### config.mk
export PLATFORM = sky130hd
export DESIGN_NAME = spi_irq_ctrl
export DESIGN_NICKNAME = d
export VERILOG_FILES = /design/src/rtl/spi_irq_pkg.sv /design/src/rtl/spi_irq_prio_enc.sv /design/src/rtl/spi_irq_ctrl.sv
export SDC_FILE = /design/constraint.sdc
export NUM_CORES = 1
export LEC_CHECK = 0
export BUFFER_PORTS_ARGS = -buffer_cell sky130_fd_sc_hd__buf_2
export CAP_MARGIN = 15
export CORE_ASPECT_RATIO = 0.8
export CORE_MARGIN = 8
export CORE_UTILIZATION = 55
export CTS_CLUSTER_SIZE = 8
export DETAILED_ROUTE_END_ITERATION = 8
export PLACE_DENSITY = 0.87
export SYNTH_ARGS = -nofsm -noshare
export SYNTH_HDL_FRONTEND = slang
export SYNTH_SLANG_ARGS = --single-unit
### constraint.sdc
create_clock -name clk -period 3.7 [get_ports clk]
set_input_delay 0.185 -clock clk [delete_from_list [all_inputs] [get_ports clk]]
set_output_delay 0.185 -clock clk [all_outputs]
set_load 0.01 [all_outputs]
### src/rtl/spi_irq_pkg.sv
// Shared definitions for the SPI interrupt controller: register map,
// FSM encoding and reset values.
package spi_irq_pkg;

  localparam logic [15:0] ADDR_ACK     = 16'd0;
  localparam logic [15:0] ADDR_MASK    = 16'd1;
  localparam logic [15:0] ADDR_PENDING = 16'd2;
  localparam logic [15:0] ADDR_CAUSE   = 16'd3;
  localparam logic [15:0] ADDR_THRESH  = 16'd4;
  localparam logic [15:0] ADDR_TIMEOUT = 16'd5;

  localparam int CNT_W = 8;

  typedef enum logic [1:0] {
    ST_IDLE = 2'd0,
    ST_COAL = 2'd1,
    ST_FIRE = 2'd2
  } irq_state_e;

  localparam logic [7:0]       RST_MASK    = 8'hFF;
  localparam logic [CNT_W-1:0] RST_THRESH  = 8'd1;
  localparam logic [31:0]      RST_TIMEOUT = 32'd0;

  // A threshold of zero is treated exactly like a threshold of one.
  function automatic logic [CNT_W-1:0] thresh_eff(input logic [CNT_W-1:0] t);
    return (t == '0) ? CNT_W'(1) : t;
  endfunction

endpackage

### src/rtl/spi_irq_prio_enc.sv
// Lowest-index-first priority encoder over the active interrupt vector.
module spi_irq_prio_enc #(
  parameter int NSRC = 4
) (
  input  logic [NSRC-1:0] req,
  output logic [2:0]      idx,
  output logic            vld
);

  // Scan from the top down so the lowest set index is the last one written.
  always_comb begin
    idx = 3'd0;
    vld = 1'b0;
    for (int i = NSRC - 1; i >= 0; i--) begin
      if (req[i]) begin
        idx = 3'(i);
        vld = 1'b1;
      end
    end
  end

endmodule

### src/rtl/spi_irq_ctrl.sv
// Interrupt aggregator with per-source pending/mask, event-count and timeout
// coalescing, exposed as an Avalon-MM slave register block.
module spi_irq_ctrl
  import spi_irq_pkg::*;
#(
  parameter int NSRC  = 4,
  parameter int TMO_W = 16
) (
  input  logic        clk,
  input  logic        rst,
  input  logic        avs_s0_write,
  input  logic        avs_s0_read,
  input  logic [15:0] avs_s0_address,
  input  logic [31:0] avs_s0_writedata,
  output logic [31:0] avs_s0_readdata,
  input  logic [NSRC-1:0] irq_src,
  output logic        avm_s0_irq
);

  logic [NSRC-1:0]  pending;
  logic [NSRC-1:0]  mask;
  logic [CNT_W-1:0] thresh;
  logic [TMO_W-1:0] timeout;
  logic [NSRC-1:0]  active;
  logic [NSRC-1:0]  active_p1;
  logic [NSRC-1:0]  ack_clr;
  logic [CNT_W-1:0] count;
  logic [CNT_W-1:0] count_inc;
  logic [TMO_W-1:0] timer;
  logic [TMO_W-1:0] timer_inc;
  logic             new_evt;
  logic             coal_hit;
  logic [2:0]       cause_idx;
  logic             cause_vld;
  irq_state_e       state;
  logic             unused_wdata;

  function automatic logic [CNT_W-1:0] sat_inc_cnt(input logic [CNT_W-1:0] v);
    return (v == '1) ? v : v + CNT_W'(1);
  endfunction

  function automatic logic [TMO_W-1:0] sat_inc_tmo(input logic [TMO_W-1:0] v);
    return (v == '1) ? v : v + TMO_W'(1);
  endfunction

  assign unused_wdata = ^avs_s0_writedata;

  assign ack_clr = (avs_s0_write && avs_s0_address == ADDR_ACK)
                   ? avs_s0_writedata[NSRC-1:0] : '0;
  assign active  = pending & mask;

  // A source counts as a new event only on its 0->1 edge within ACTIVE,
  // and all edges arriving in the same cycle count once.
  assign new_evt   = |(active & ~active_p1);
  assign count_inc = new_evt ? sat_inc_cnt(count) : count;
  assign timer_inc = sat_inc_tmo(timer);
  assign coal_hit  = (count_inc >= thresh_eff(thresh)) ||
                     ((timeout != '0) && (timer_inc >= timeout));

  spi_irq_prio_enc #(.NSRC(NSRC)) u_prio_enc (
    .req (active),
    .idx (cause_idx),
    .vld (cause_vld)
  );

  // Register file; a new request wins over a same-cycle acknowledge.
  always_ff @(posedge clk) begin
    if (rst) begin
      pending   <= '0;
      mask      <= RST_MASK[NSRC-1:0];
      thresh    <= RST_THRESH;
      timeout   <= RST_TIMEOUT[TMO_W-1:0];
      active_p1 <= '0;
    end else begin
      pending   <= (pending & ~ack_clr) | irq_src;
      active_p1 <= active;
      if (avs_s0_write) begin
        case (avs_s0_address)
          ADDR_MASK:    mask    <= avs_s0_writedata[NSRC-1:0];
          ADDR_THRESH:  thresh  <= avs_s0_writedata[CNT_W-1:0];
          ADDR_TIMEOUT: timeout <= avs_s0_writedata[TMO_W-1:0];
          default: ;
        endcase
      end
    end
  end

  always_ff @(posedge clk) begin
    if (rst) begin
      avs_s0_readdata <= '0;
    end else if (avs_s0_read) begin
      case (avs_s0_address)
        ADDR_MASK:    avs_s0_readdata <= 32'(mask);
        ADDR_PENDING: avs_s0_readdata <= 32'(pending);
        ADDR_CAUSE:   avs_s0_readdata <= {23'd0, cause_vld, 5'd0, cause_idx};
        ADDR_THRESH:  avs_s0_readdata <= 32'(thresh);
        ADDR_TIMEOUT: avs_s0_readdata <= 32'(timeout);
        default:      avs_s0_readdata <= '0;
      endcase
    end
  end

  // Coalescing FSM; the irq output tracks the FIRE state register-for-register.
  always_ff @(posedge clk) begin
    if (rst) begin
      state      <= ST_IDLE;
      count      <= '0;
      timer      <= '0;
      avm_s0_irq <= 1'b0;
    end else begin
      case (state)
        ST_IDLE: begin
          avm_s0_irq <= 1'b0;
          count      <= '0;
          timer      <= '0;
          if (active != '0) begin
            if (thresh <= CNT_W'(1)) begin
              state      <= ST_FIRE;
              avm_s0_irq <= 1'b1;
            end else begin
              state <= ST_COAL;
              count <= CNT_W'(1);
              timer <= '0;
            end
          end
        end
        ST_COAL: begin
          if (active == '0) begin
            state      <= ST_IDLE;
            avm_s0_irq <= 1'b0;
          end else begin
            count <= count_inc;
            timer <= timer_inc;
            if (coal_hit) begin
              state      <= ST_FIRE;
              avm_s0_irq <= 1'b1;
            end
          end
        end
        ST_FIRE: begin
          avm_s0_irq <= 1'b1;
          if (active == '0) begin
            state      <= ST_IDLE;
            avm_s0_irq <= 1'b0;
          end
        end
        default: begin
          state      <= ST_IDLE;
          avm_s0_irq <= 1'b0;
        end
      endcase
    end
  end

endmodule
==> summary.md <==
| Metric | Value |
|---|---|
| Sequential share of power | `46.8%` |
| EDFF count, synth | `0` |
| Relative slew margins | `37.2%` |
| CP peak stage delay | `0.53 ns` |
| Htree depth | `3` |
| Max Slew Vio Count | `0` |
| Critical path launch point type | `flip-flop` |
| Comb power frac | `12.8%` |
| Final setup vio count | `0` |
| Share of post-route cells with drive strength above 1 | `15.9%` |
| Setup TNS | `0 ns` |
| Worst IR Drop VDD | `0.392 mV` |
| Switching Fraction | `26.5%` |
| RSZ-0062 raised after global routing | `false` |
| Largest net degree at the start of global routing | `52` |
| Async SR Flop Fraction | `0%` |
| Worst-path cell with the longest stage delay | `or4_1` |
| Max-cap violations | `0` |
| Setup CP Type | `reg2reg` |
| CP startpoint | `timer[4]$_SDFFE_PP0P_` |
| Critical path required time | `3.94 ns` |
| Worst hold slack | `0.0338 ns` |
| DP Cell Count | `719` |
| Skew final | `0.0128 ns` |
| First-pass GRT wire length | `20000 µm` |
| Top cells by area, synth | `dfxtp_1 (35%), ha_1 (8.2%), a21oi_1 (7.0%)` |
| Status | `finished, final reports clean` |
| Hold/Removal Path Class | `in2reg` |
| Antenna fix cells | `0` |
| Initial core utilization | `57.2%` |
| Yosys warning count | `0` |
| Worst-Skew Late Latency | `0.36 ns` |
| Post-DP HPWL | `8860 µm` |
| Hold Startpoint | `irq_src[2]` |
| Routed len/inst | `16.7 µm` |
| CP Max Fanout | `8` |
| I/O pin count | `89` |
| Number of placement rows | `29` |
| Clock buffer depth | `2` |
| Synth cell types | `59` |
| Post-DRT Antenna Nets | `0` |
| Routability congestion estimate | `0.890` |
| Final nets | `710` |
| Power Dens Cells | `366 nW/µm²` |
| Clock power frac | `40.4%` |
| Pwr Total | `1.88 mW` |
| Achievable Freq | `0.284 GHz` |
| DR iter-0 viols | `406` |
| Detailed-route via count | `4362` |
| TritonCTS buffer count | `9` |
| CTS tree | `built` |
| Die area | `11500 µm²` |
| Die H | `97.6 µm` |
| Yosys top cell by area | `dfxtp_1` |
| CP dominant cell by count | `nand3_1` |
| Syn Std Cell Area | `4580 µm²` |
| Slew @ Worst Pin | `0.941 ns` |
| Clock tree root driver cell | `clkbuf_8` |
| Overall routing resource usage | `20.6%` |
| Routed WL | `12300 µm` |
| Minimum clock period | `3.52 ns` |
| Average size of a mapped cell | `7.96 µm²` |
| Overflow left after global routing | `0` |
| Vias in the first global route | `4254` |
| Dominant delay contributor by cell family on the critical path | `simple AND/OR/NAND/NOR gates` |
| Sw power | `0.498 mW` |
| Post-synth top cells | `dfxtp_1 (79), nand2_1 (69), a21oi_1 (64)` |
| Worst r2r src | `timer[4]$_SDFFE_PP0P_` |
| Buf/Inv on CP | `0` |
| Clk sinks | `79` |
| Residual DRC | `0` |
| Detailed Routing Iterations Pass 1 | `5` |
| Most common cell in the synthesized netlist | `dfxtp_1` |
| Main synth FF type | `dfxtp_1` |
| Seq/Total Area, Yosys | `34.5%` |
| # hold bufs at CTS | `0` |
| Synth-to-layout area growth | `12.3%` |
| Period Utilization, post-route | `95.2%` |
| CP Cell Sequence | `nand3_1 > nor4_2 > nand3_1 > mux2_2 > ha_1 > nand4_1 > or4_1 > o32ai_1 > o41a_2 > o21ai_2 > mux2_4` |
| Mapped Cells | `576` |
| Core footprint | `8020 µm²` |
| Static Leak | `2.12 nW` |
| Area fraction of the dominant cell type after synthesis | `34.5%` |
| Initial antenna violation count | `0` |
| Critical path capture point type | `flip-flop` |
| Number of synthesized register bits | `79` |
| Die width | `118 µm` |
| Finished Layout Cells | `737` |
| Crit path DAT | `3.77 ns` |
| I/O Buffers | `56` |
| Clock edge transition at the registers on the reported setup and hold paths | `0.08 ns` |
| Hold Fails Final Rpt | `0` |
| Via density | `5.92` |
| Internal Power | `1.39 mW` |
-- worst register-to-register path, cell delays in order (launching register included) --
cell	delay (ns)
dfxtp_1	0.48
nand3_1	0.25
nor4_2	0.44
nand3_1	0.14
mux2_2	0.32
ha_1	0.30
nand4_1	0.11
or4_1	0.53
o32ai_1	0.23
o41a_2	0.22
o21ai_2	0.10
mux2_4	0.30
-- through the flow --
step | utilization (%) | worst slack, ns | instance area (µm²)
after floorplan | - | 0.310 | 4640
after global placement | 60.8 | 0.229 | 4870
after detailed placement | 60.8 | 0.102 | 4870
after CTS | 63.7 | 0.110 | 5110
after global routing | 64.2 | 0.00810 | 5150
final | 64.2 | 0.176 | 5150
-- registers in the layout, indices dropped and copies added (netlist names) --
signal           flops
count                8
pending              4
avm_s0_irq           1
state                2
thresh               8
avs_s0_readdata     16
timeout             16
mask                 4
timer               16
active_p1            4
-- layout make-up --
type	count	area [µm²]
clock buffer	11	151
clock inverter	5	86.3
fill	629	2870
inverter	31	116
multi-input combinational	438	2730
sequential	79	1580
tap	108	135
timing repair buffer	65	348
-- layout by cell type, fill, tap and decap left out, types with 3 or more instances in the layout --
master,count
a31oi_1,3
a311oi_1,3
nand2_1,69
o22ai_1,3
nor2b_1,14
conb_1,16
mux2i_1,3
nand4_1,7
clkbuf_8,11
buf_4,9
and3_1,12
nand3b_1,6
ha_1,30
o21ai_0,8
nor4_1,7
a21oi_1,64
nand3_1,25
nor2_1,55
a22oi_1,20
nand2b_1,12
dfxtp_1,78
buf_2,56
a211o_1,5
inv_1,31
and2_1,4
xnor2_1,8
xor2_1,8
o21a_1,4
mux2_2,4
a22o_1,6
-- metal layers --
| layer | vias up | wire length, µm | GRT usage [%] | share of wire (%) |
|---|---|---|---|---|
| met5 | - | 0 | 0 | 0 |
| met4 | 0 | 153 | 5.30 | 1.2 |
| met1 | 2029 | 5410 | 25.8 | 44 |
| li1 | 2093 | - | - | - |
| met3 | 21 | 931 | 4.88 | 7.6 |
| met2 | 219 | 5780 | 34.7 | 47 |
-- power by group through the flow --
| stage | Clock [mW] | Combinational (mW) | Sequential, mW |
|---|---|---|---|
| after global placement | 0 | 0.221 | 0.900 |
| after detailed placement | 0 | 0.235 | 0.902 |
| after global routing | 0.803 | 0.264 | 0.884 |
| after CTS | 0.768 | 0.236 | 0.882 |
| final | 0.761 | 0.241 | 0.882 |
| after floorplan | 0 | 0.172 | 0.899 |
-- repair_timing --
item                                   in CTS  in global routing
setup endpoints to repair                   0                  1
gates resized for setup                     0                  5
endpoints found under the hold margin       0                  0
setup buffers                               0                  2
-- final timing paths --
| kind | endpoint | slack, ns | cells past startpoint |
|---|---|---|---|
| hold / removal | pending[2]$_SDFF_PP0_ | 0.03 | 3 |
| setup / recovery | state[1]$_SDFFE_PP0P_ | 0.18 | 11 |
| setup reg to reg | state[1]$_SDFFE_PP0P_ | 0.18 | 11 |
| hold reg to reg | avs_s0_readdata[11]$_SDFFE_PP0P_ | 0.47 | 2 |
-- cell families (layout without fill, tap and decap cells) --
logic type | Yosys count | count (layout) | synth area share, %
other | 1 | 16 | 0.0818
buffers and inverters | 74 | 112 | 7.67
xor gates and xnor gates | 16 | 16 | 3.06
AOI/OAI and AO/OA | 139 | 139 | 19.6
DFF | 79 | 79 | 34.5
and+or+nand+nor | 229 | 229 | 24.9
muxes | 8 | 8 | 1.97
adders and majority gates | 30 | 30 | 8.19
Power figures use the tool's default switching activity.
